<file path="src/rtl/tff_counter_updown.sv">
// ---------------------------------------------------------------------------
// tff_counter_updown
//
// WIDTH-bit synchronous up/down counter with a programmable terminal value
// (MAX_VAL), synchronous clear, parallel load with clamping, and a choice of
// wrap-around or saturating behaviour at the count boundaries. A registered
// terminal-count pulse (tc) marks every edge on which a boundary step was
// taken, whether it wrapped or was blocked. With the default parameters and
// en=up=1 it walks 0..15..0, like the fixed 4-bit ripple-toggle counter it
// replaces.
//
// Parameters:
//   WIDTH    counter width in bits (2..32)
//   MAX_VAL  terminal count, 1 .. 2**WIDTH-1
//   SATURATE 0 = wrap at the boundaries, 1 = hold at the boundaries
//
// Ports:
//   clk       in   system clock, rising edge
//   reset     in   asynchronous reset, active low
//   en        in   count enable (one step per enabled edge)
//   up        in   direction, 1 = increment, 0 = decrement
//   clear     in   synchronous clear to zero (highest priority)
//   load      in   synchronous parallel load (below clear)
//   load_val  in   value to load, clamped to MAX_VAL
//   count     out  registered count
//   tc        out  registered terminal-count pulse
//   at_max    out  count == MAX_VAL (combinational)
//   at_min    out  count == 0 (combinational)
// ---------------------------------------------------------------------------
module tff_counter_updown #(
    parameter int unsigned      WIDTH    = 4,
    parameter logic [WIDTH-1:0] MAX_VAL  = {WIDTH{1'b1}},
    parameter bit               SATURATE = 1'b0
) (
    input  logic             clk,
    input  logic             reset,
    input  logic             en,
    input  logic             up,
    input  logic             clear,
    input  logic             load,
    input  logic [WIDTH-1:0] load_val,
    output logic [WIDTH-1:0] count,
    output logic             tc,
    output logic             at_max,
    output logic             at_min
);

    localparam logic [WIDTH-1:0] ONE = {{(WIDTH-1){1'b0}}, 1'b1};

    logic [WIDTH-1:0] count_q, count_d;
    logic             tc_q, tc_d;
    logic             max_hit, min_hit;

    // Boundary decode is against MAX_VAL, not the natural roll-over of the
    // register, so a modulus below 2**WIDTH behaves correctly.
    assign max_hit = (count_q == MAX_VAL);
    assign min_hit = (count_q == '0);

    always_comb begin
        count_d = count_q;
        tc_d    = 1'b0;
        if (clear) begin
            count_d = '0;
        end else if (load) begin
            count_d = (load_val > MAX_VAL) ? MAX_VAL : load_val;
        end else if (en) begin
            if (up) begin
                if (max_hit) begin
                    // Boundary step: flagged whether it wraps or is blocked.
                    tc_d    = 1'b1;
                    count_d = SATURATE ? MAX_VAL : '0;
                end else begin
                    count_d = count_q + ONE;
                end
            end else begin
                if (min_hit) begin
                    tc_d    = 1'b1;
                    count_d = SATURATE ? '0 : MAX_VAL;
                end else begin
                    count_d = count_q - ONE;
                end
            end
        end
    end

    always_ff @(posedge clk or negedge reset) begin
        if (!reset) begin
            count_q <= '0;
            tc_q    <= 1'b0;
        end else begin
            count_q <= count_d;
            tc_q    <= tc_d;
        end
    end

    assign count  = count_q;
    assign tc     = tc_q;
    assign at_max = max_hit;
    assign at_min = min_hit;

endmodule

</file>
<file path="config.mk">
export PLATFORM = sky130hd
export DESIGN_NAME = tff_counter_updown
export DESIGN_NICKNAME = d
export VERILOG_FILES = /design/src/rtl/tff_counter_updown.sv
export SDC_FILE = /design/constraint.sdc
export NUM_CORES = 1
export LEC_CHECK = 0
export ABC_AREA = 0
export CAP_MARGIN = 20
export CORE_MARGIN = 1
export CORE_UTILIZATION = 28
export CTS_BUF_LIST = sky130_fd_sc_hd__clkbuf_4
export CTS_CLUSTER_DIAMETER = 120
export DETAILED_ROUTE_END_ITERATION = 10
export PLACE_DENSITY = 0.59
export SLEW_MARGIN = 20
export SYNTH_ARGS = -nofsm -noshare
export SYNTH_HDL_FRONTEND = slang
export SYNTH_SLANG_ARGS = --single-unit
</file>
<file path="constraint.sdc">
create_clock -name clk -period 1.94 [get_ports clk]
set_input_delay 0.194 -clock clk [delete_from_list [all_inputs] [get_ports clk]]
set_output_delay 0.194 -clock clk [all_outputs]
set_load 0.02 [all_outputs]
</file>
==> out/metrics.yaml, run 1 <==
p_leak_nw: 0.2695
vias: 394
syn_inst: 49
synthTopCellsByCount: "5 x a21oi_1, 5 x dfrtp_1, 5 x nor2_1"
slew_headroom_pct: 78.92
multi_input_area_um2: 246.5
r2r_cells: 6
ys.flop_type: "dfrtp_1"
worstReg2RegEnd: "count[3]"
ys_seq_area_share_pct: 30.58
synth_top_area_share_pct: 30.58
fillers: 141
worstMarginPinSlew_ns: 0.3153
intPower_mw: 0.2618
seq_area_um2: 126.4
drive_above_1_share_pct: 8.955
synthesis.nets: 62
cts_buffers: 3
critical_path_class: "reg -> out"
drt_wl_total_um: 890
min_path_type: "in -> async"
ios: 17
placed_cell_area_um2: 569.3
setup-violations-final: 0
die-width_um: 40.23
first_pass_iters: 4
cp-end-kind: "output port"
start_util_pct: 30.68
totalNegativeSetupSlack_ns: 0
worstPathMaxFanout: 7
seqPwrFrac_pct: 33.4
rows: 13
ys_async_sr_fraction_pct: 100.0
grt_pass1_wl_um: 1338
whs_ns: 0.1693
cts.sinks: 5
total_power_mw: 0.3711
grt_pass1_vias: 340
required_ns: 1.75
slew_viol_final: 0
clockBufferDepth: 2
antenna_found_initial: 0
avgSynthCellArea_um2: 8.350
run_status: "finished, final reports clean"
post-place-ws_ns: 0.2371
synth_edf_count: 0
ys_ff_latch: 5
synth_area_leader_cell: "dfrtp_1"
ant_nets: 0
ys_top_cells_by_area: "dfrtp_1 31%, ha_1 9.2%, a21oi_1 6.1%, nor2_1 4.6%, xnor2_1 4.3%"
yosysWarnings: 0
die_y_um: 40.23
dp_cells: 78
root_buffer: "clkbuf_4"
via_per_inst: 4.805
grt_max_degree: 11
power_density_nw_per_um2: 616.6
fin_area_um2: 601.8
drc: 0
die_area_um2: 1618
htreeDepth: 1
clockPowerShare_pct: 36.5
place.gp.congestion: 0.7515
period_needed_ns: 1.672
routedWlPerCell_um: 10.85
finalNetCount: 81
p_switching_mw: 0.1093
cts_tree: "yes"
finalHoldViolCount: 0
cap_violations: 0
final_core_utilization_pct: 45.12
worst-r2r-setup-slack_ns: 0.37
fin_cells: 82
fmax_mhz: 598.1
setup.worst_path.start_class: "register"
yosysUniqueCellTypes: 25
power_frac_comb_pct: 30.0
grt.overflow.total: 0
worst_clock_skew_ns: 0.002461
core_region_area_um2: 1334
cts_setup_buffers: 0
netSwitchingFraction_pct: 29.46
finalCritPeriodShare_pct: 86.19
rsz0062_at_grt: "false"
io_buffers: 16
diodes: 0
cp.arrival_ns: 1.48
synthesis.area_um2: 409.1
syn_to_final_growth_pct: 47.09
r2r-start: "count[1]"
grtUsageTotal_pct: 13.20
finalWorstSetupSlack_ns: 0.2680
drt_iter0_markers: 8
clkLatencyLatePin_ns: 0.24
irDropWorstVdd_uv: 294.8
clk_pin_slew_worst_paths_ns: 0.04
-- state kept, by name (all words and copies together), names as in the netlist --
signal,cells
count,4
tc,1
-- worst max-delay path, cell delays in order, from the launching register on --
cell	delay [ns]
dfrtp_1	0.44
inv_1	0.12
ha_1	0.17
nand2b_1	0.09
nor2_1	0.08
dlygate4sd2_1	0.33
-- cells by family (layout without fill, tap and decap cells) --
family | Yosys count | after routing | synth area share (%)
and+or+nand+nor | 16 | 16 | 19.58
AOI/OAI and AO/OA | 14 | 14 | 22.02
buffers and inverters | 7 | 25 | 9.173
DFF | 5 | 5 | 30.58
adders and majority gates | 3 | 3 | 9.175
xor gates and xnor gates | 2 | 2 | 4.282
muxes | 2 | 2 | 5.199
-- per-layer routing --
metal	wire length (µm)	GRT usage (%)	part of all wire [%]	vias to the layer above
met4	0	2.500	0	0
li1	-	-	-	207
met1	436	14.38	49	167
met2	382	21.77	43	20
met5	0	0	0	-
met3	71	8.333	8.0	0
-- timing repair --
| item | CTS | global route |
|---|---|---|
| endpoints found under the setup margin | 2 | 1 |
| resized for setup | 2 | 1 |
| hold endpoints to repair | 0 | 0 |
| hold buffers | 0 | 0 |
| pin swaps | 0 | 0 |
-- cell type report --
class	instances	share of cell area, %
Multi-Input combinational cell	37	40.96
Timing Repair Buffer	16	26.82
Sequential cell	5	21.00
Clock buffer	4	4.990
Inverter	5	3.119
Tap cell	15	3.119
-- power by group through the flow --
stage                     logic, mW  clock network (mW)  registers [mW]
after floorplan              0.0592                   0           0.131
after global placement        0.114                   0           0.125
after detailed placement      0.114                   0           0.126
after CTS                     0.113               0.140           0.125
after global routing          0.125               0.145           0.126
final                         0.111               0.136           0.124
-- worst max-delay path by stage --
| stage | depth (start not counted) | to | startpoint | slack [ns] |
|---|---|---|---|---|
| after CTS | 3 | at_max | count[1] | 0.008 |
| after detailed placement | 3 | at_max | count[0] | 0.24 |
| final | 5 | at_min | count[1] | 0.27 |
| after floorplan | 6 | count[3] | count[0] | 0.35 |
| after global routing | 5 | at_min | count[1] | 0.14 |
| after global placement | 3 | at_max | count[0] | 0.23 |
-- placed cells by master, fill, tap and decap left out, drive strengths merged --
| cell type | count |
|---|---|
| a21boi | 1 |
| a21oi | 5 |
| a221oi | 1 |
| a311oi | 1 |
| a31oi | 1 |
| and3 | 1 |
| clkbuf | 4 |
| clkdlybuf4s50 | 14 |
| dfrtp | 5 |
| dlygate4sd2 | 1 |
| dlymetal6s2s | 1 |
| ha | 3 |
| inv | 5 |
| mux2 | 1 |
| mux2i | 1 |
| nand2 | 2 |
| nand2b | 1 |
| nor2 | 5 |
| nor2b | 2 |
| nor3 | 3 |
| nor4 | 1 |
| o21ai | 3 |
| o21bai | 1 |
| o41a | 1 |
| or4 | 1 |
| xnor2 | 2 |
Power figures use the tool's default switching activity.
==> inputs of run 2 (changes only) <==
--- a/config.mk
+++ b/config.mk
@@ -8,9 +8,9 @@
 export ABC_AREA = 0
 export CAP_MARGIN = 20
-export CORE_MARGIN = 1
 export CORE_UTILIZATION = 28
 export CTS_BUF_LIST = sky130_fd_sc_hd__clkbuf_4
 export CTS_CLUSTER_DIAMETER = 120
 export DETAILED_ROUTE_END_ITERATION = 10
+export GPL_ROUTABILITY_DRIVEN = 0
 export PLACE_DENSITY = 0.59
 export SLEW_MARGIN = 20
==> constraint.sdc (replaced) <==
create_clock -name clk -period 1.94 [get_ports clk]
set_input_delay 0.388 -clock clk [delete_from_list [all_inputs] [get_ports clk]]
set_output_delay 0.388 -clock clk [all_outputs]
set_load 0.02 [all_outputs]
==> out/metrics.yaml, run 2 (synthesis gave the netlist of run 1 again) <==
grtUsageTotal_pct: 16.27
ios: 17
totalNegativeSetupSlack_ns: 0
grt_max_degree: 11
rows: 13
grt_pass1_wl_um: 1635
setup.worst_path.start_class: "register"
irDropWorstVdd_uv: 325.2
r2r-start: "count[0]"
fmax_mhz: 554.9
worst-r2r-setup-slack_ns: 0.40
cp-end-kind: "output port"
diodes: 0
worstMarginPinSlew_ns: 0.3152
cp.arrival_ns: 1.41
syn_to_final_growth_pct: 55.35
seq_area_um2: 125.1
die_y_um: 40.23
fin_cells: 87
clkLatencyLatePin_ns: 0.25
drt_wl_total_um: 1004
die-width_um: 40.23
post-place-ws_ns: 0.1006
cap_violations: 0
finalWorstSetupSlack_ns: 0.1378
final_common_cell: "clkdlybuf4s50_1"
worstPathMaxFanout: 5
final_cell_mix: "14 x clkdlybuf4s50_1, 5 x nor2_1, 5 x a21oi_1, 5 x dfrtp_1, 5 x buf_4"
core_region_area_um2: 1334
routedWlPerCell_um: 11.54
required_ns: 1.55
critical_path_class: "reg -> out"
grt_pass1_vias: 387
finalNetCount: 86
via_per_inst: 4.897
start_util_pct: 30.68
clockBufferDepth: 2
die_area_um2: 1618
drc: 0
drive_above_1_share_pct: 13.89
largest_reg_flops: 4
rsz0062_at_grt: "false"
setup-violations-final: 0
clk_pin_slew_worst_paths_ns: 0.05
power_density_nw_per_um2: 601.5
run_status: "finished, final reports clean"
multi_input_area_um2: 246.5
drt_iter0_markers: 5
cp-startpoint: "count[1]"
hold_buffers: 0
place_hpwl_um: 792.5
slew_viol_final: 0
fillers: 138
cts_tree: "yes"
worst_clock_skew_ns: 0.004646
grt.overflow.total: 0
cts_buffers: 3
finalHoldViolCount: 0
antenna_found_initial: 0
cts.sinks: 5
dp_cells: 83
period_needed_ns: 1.802
p_leak_nw: 0.2810
root_buffer: "clkbuf_4"
io_buffers: 16
finalCritPeriodShare_pct: 92.90
vias: 426
first_pass_iters: 3
htreeDepth: 1
slew_headroom_pct: 78.92
ant_nets: 0
min_path_type: "in -> async"
==> run 2: cell count changes in the layout (fill, tap and decap cells not counted), sizes merged <==
cell / change
dlymetal6s2s: -1
clkdlybuf4s15: +1
buf: +5
==> run 2: worst paths after layout <==
check	cells past startpoint	endpoint
worst max register to register	6	count[2]
min in group clk	3	count[2]
worst max-delay path	5	at_min
max in group asynchronous	1	tc
worst min-delay path	1	count[0]
worst min register to register	2	count[2]
==> run 2: worst max-delay path, cell delays in order, from the launching register on <==
cell and delay [ns]:
dfrtp_1 0.42, inv_1 0.11, ha_1 0.17, nand2b_1 0.09
nor2_1 0.09, clkdlybuf4s15_1 0.30
==> run 2: repair_timing <==
action                                 in CTS  in global routing
setup endpoints to repair                   2                  1
pin swaps                                   0                  0
resized for setup                           2                  1
buffers inserted                            0                  0
endpoints found under the hold margin       0                  0
==> run 2: cell type report <==
class	count	share of cell area (%)
well taps	15	2.953
multi-input cells	37	38.78
repair buffers	21	30.91
flip-flops and latches	5	19.69
inverters	5	2.953
clock buffers	4	4.724
==> run 2: power by group <==
part / switching [mW] / internal, mW
logic: 0.0584 / 0.0661
registers: 0.0105 / 0.111
clock network: 0.0441 / 0.0918
==> run 2: layer usage <==
metal / vias up / global-route usage (%) / routed length [µm]
met5: - / 0 / 0
met4: 0 / 5.000 / 13
met3: 2 / 8.333 / 56
met2: 16 / 26.61 / 462
met1: 186 / 18.27 / 471
li1: 222 / - / -
==> run 2: through the flow <==
step	power, mW	util [%]	hold WS [ns]	instance area, µm²
finish	0.3823	47.65	0.3775	635.6
floorplan	0.1904	-	0.09241	409.1
global placement	0.2485	45.50	0.6346	606.8
CTS	0.3931	47.56	0.3645	634.4
detailed placement	0.2491	45.50	0.6401	606.8
global route	0.4126	47.65	0.3757	635.6
==> RTL edit, RTL diff (flow settings as in run 2) <==
The output `tc` loses its register stage (`tc_q` becomes a continuous assignment).
--- a/src/rtl/tff_counter_updown.sv
+++ b/src/rtl/tff_counter_updown.sv
@@ -88,8 +88,8 @@
             count_q <= '0;
-            tc_q    <= 1'b0;
         end else begin
             count_q <= count_d;
-            tc_q    <= tc_d;
         end
     end
+
+    assign tc_q = tc_d;
 
Function: changed (Yosys sat finds a counterexample within 4 cycles, from zero or initial values and one cycle with reset low).
==> RTL edit against run 2 <==
- routed wire length increased by 6.6%
- sequential cell count decreased by 1
- area after synthesis decreased by 6.1%
- final area increased by 13%
- worst setup slack got worse by 82 ps
- non-clock buffer count increased by 10
- combinational power increased by 33%
- total power decreased by 3.4%
- cell count increased by 8.0%
- critical path type unchanged
- largest cell class unchanged
==> RTL edit: results (changes against run 2) <==
| Metric | Value |
|---|---|
| Status | `finished clean` |
| Layout cell share with drive strength beyond 1 | `35.0% (+21 points)` |
| HPWL after detailed placement | `860 µm (+8.5%)` |
| Routed WL per cell | `11.4 µm (-1.4%)` |
| Worst R2R Path Depth | `7 (+1)` |
| Clock network power share | `28.5% (-7.0 points)` |
| Sw Pwr | `118 µW (+4.5%)` |
| Mapped Nets | `61 (-1.6%)` |
| Skew final | `0.573 ps (-4.07 ps)` |
| Syn. warnings | `0 (unchanged)` |
| Initial antenna violation count | `0 (unchanged)` |
| Overall Global Routing Usage | `18.8% (+2.5 points)` |
| Nets@finish | `95 (+10%)` |
| # DRC | `0 (unchanged)` |
| Synth async-reset ratio | `100% (unchanged)` |
| Critical path's slowest cell | `dfrtp_1` |
| Post-CTS setup buffers | `0 (unchanged)` |
| Final Routed Wirelength | `1070 µm (+6.6%)` |
| Cts repair resizes | `3 (+1)` |
| Largest net degree at the start of global routing | `10 (-1)` |
| Final TNS setup | `0 ps (unchanged)` |
| EDFF count, synth | `0 (unchanged)` |
| Synth top area cells | `dfrtp_1 (26%), ha_1 (9.8%), a21oi_1 (6.5%)` |
| Pwr dens | `516 nW/µm² (-14%)` |
| Delay-heaviest family, CP | `flip-flops` |
| Clock-pin transition on the worst setup and hold timing paths | `~40 ps` |
| CP endpoint | `tc` |
| Vias in the first global route | `434 (+12%)` |
| Sequential power share | `26.5% (-5.4 points)` |
| CP peak stage delay | `420 ps (about the same)` |
| Maximum vdd drop | `0.360 mV (+11%)` |
| Max clock buf depth | `2 (unchanged)` |
| Slew @ Worst Pin | `223 ps (-91.7 ps)` |
| CTS Buf Count | `3 (unchanged)` |
| Clk root buf | `clkbuf_4` |
| FMAX | `531 MHz (-4.4%)` |
| Number of flip-flops in the largest register | `4 (unchanged)` |
| H-tree Lvls | `1 (unchanged)` |
| Largest fanout on the critical path | `4 (-1)` |
| Dpl ws | `-379 ps (-480 ps)` |
| Initial DRC count | `3 (-2)` |
| Setup slack, reg-to-reg | `390 ps` |
| First-pass GRT wire length | `1840 µm (+12%)` |
| Leakage | `0.320 nW (+14%)` |
| Worst setup path startpoint | `count[1]$_DFFE_PN0P_` |
| Syn Inst Count | `48 (-2.0%)` |
| First-pass DRT Iterations | `2 (-1)` |
| Cell Area, Placed | `671 µm² (+11%)` |
| Hold crit path type | `in -> async` |
| Sequential share of the synthesized area | `26.1% (-4.5 points)` |
| Vias | `454 (+6.6%)` |
| Port bufs | `16 (unchanged)` |
| Clock Latency Late Sink | `roughly 240 ps` |
| # placed instances | `91 (+9.6%)` |
| Yosys cell types | `25 (unchanged)` |
| Synth top cells by count | `a21oi_1 (5), nor2_1 (5), dfrtp_1 (4), inv_1 (4)` |
[RTL edit: routing by layer]
layer,share of wire [%],global-route usage (%)
met3,2.9,3.47
met4,2.0,10.3
met1,45,23.3
met2,50,30.0
met5,0,0
[RTL edit: worst min-delay path by stage]
stage	endpoint	depth (start not counted)	from	slack [ps]
floorplan	count[0]$_DFFE_PN0P_	0	reset	90
global placement	count[0]$_DFFE_PN0P_	1	reset	600
detailed placement	count[0]$_DFFE_PN0P_	1	reset	610
CTS	count[0]$_DFFE_PN0P_	1	reset	350
global route	count[0]$_DFFE_PN0P_	1	reset	350
finish	count[0]$_DFFE_PN0P_	1	reset	350
[RTL edit: kinds of logic after synthesis]
group / share of synthesized area [%]
compound gates: 23.5
xor+xnor: 4.56
fa+ha+maj: 9.77
buf+inv: 9.77
flops: 26.1
mux: 5.54
simple gates: 20.9
[RTL edit: area by class of cell]
class	count	area [µm²]
tap	14	17.5
inverter	5	18.8
sequential	4	100
fill	117	470
timing repair buffer	31	264
clock buffer	3	22.5
multi-input combinational	37	293
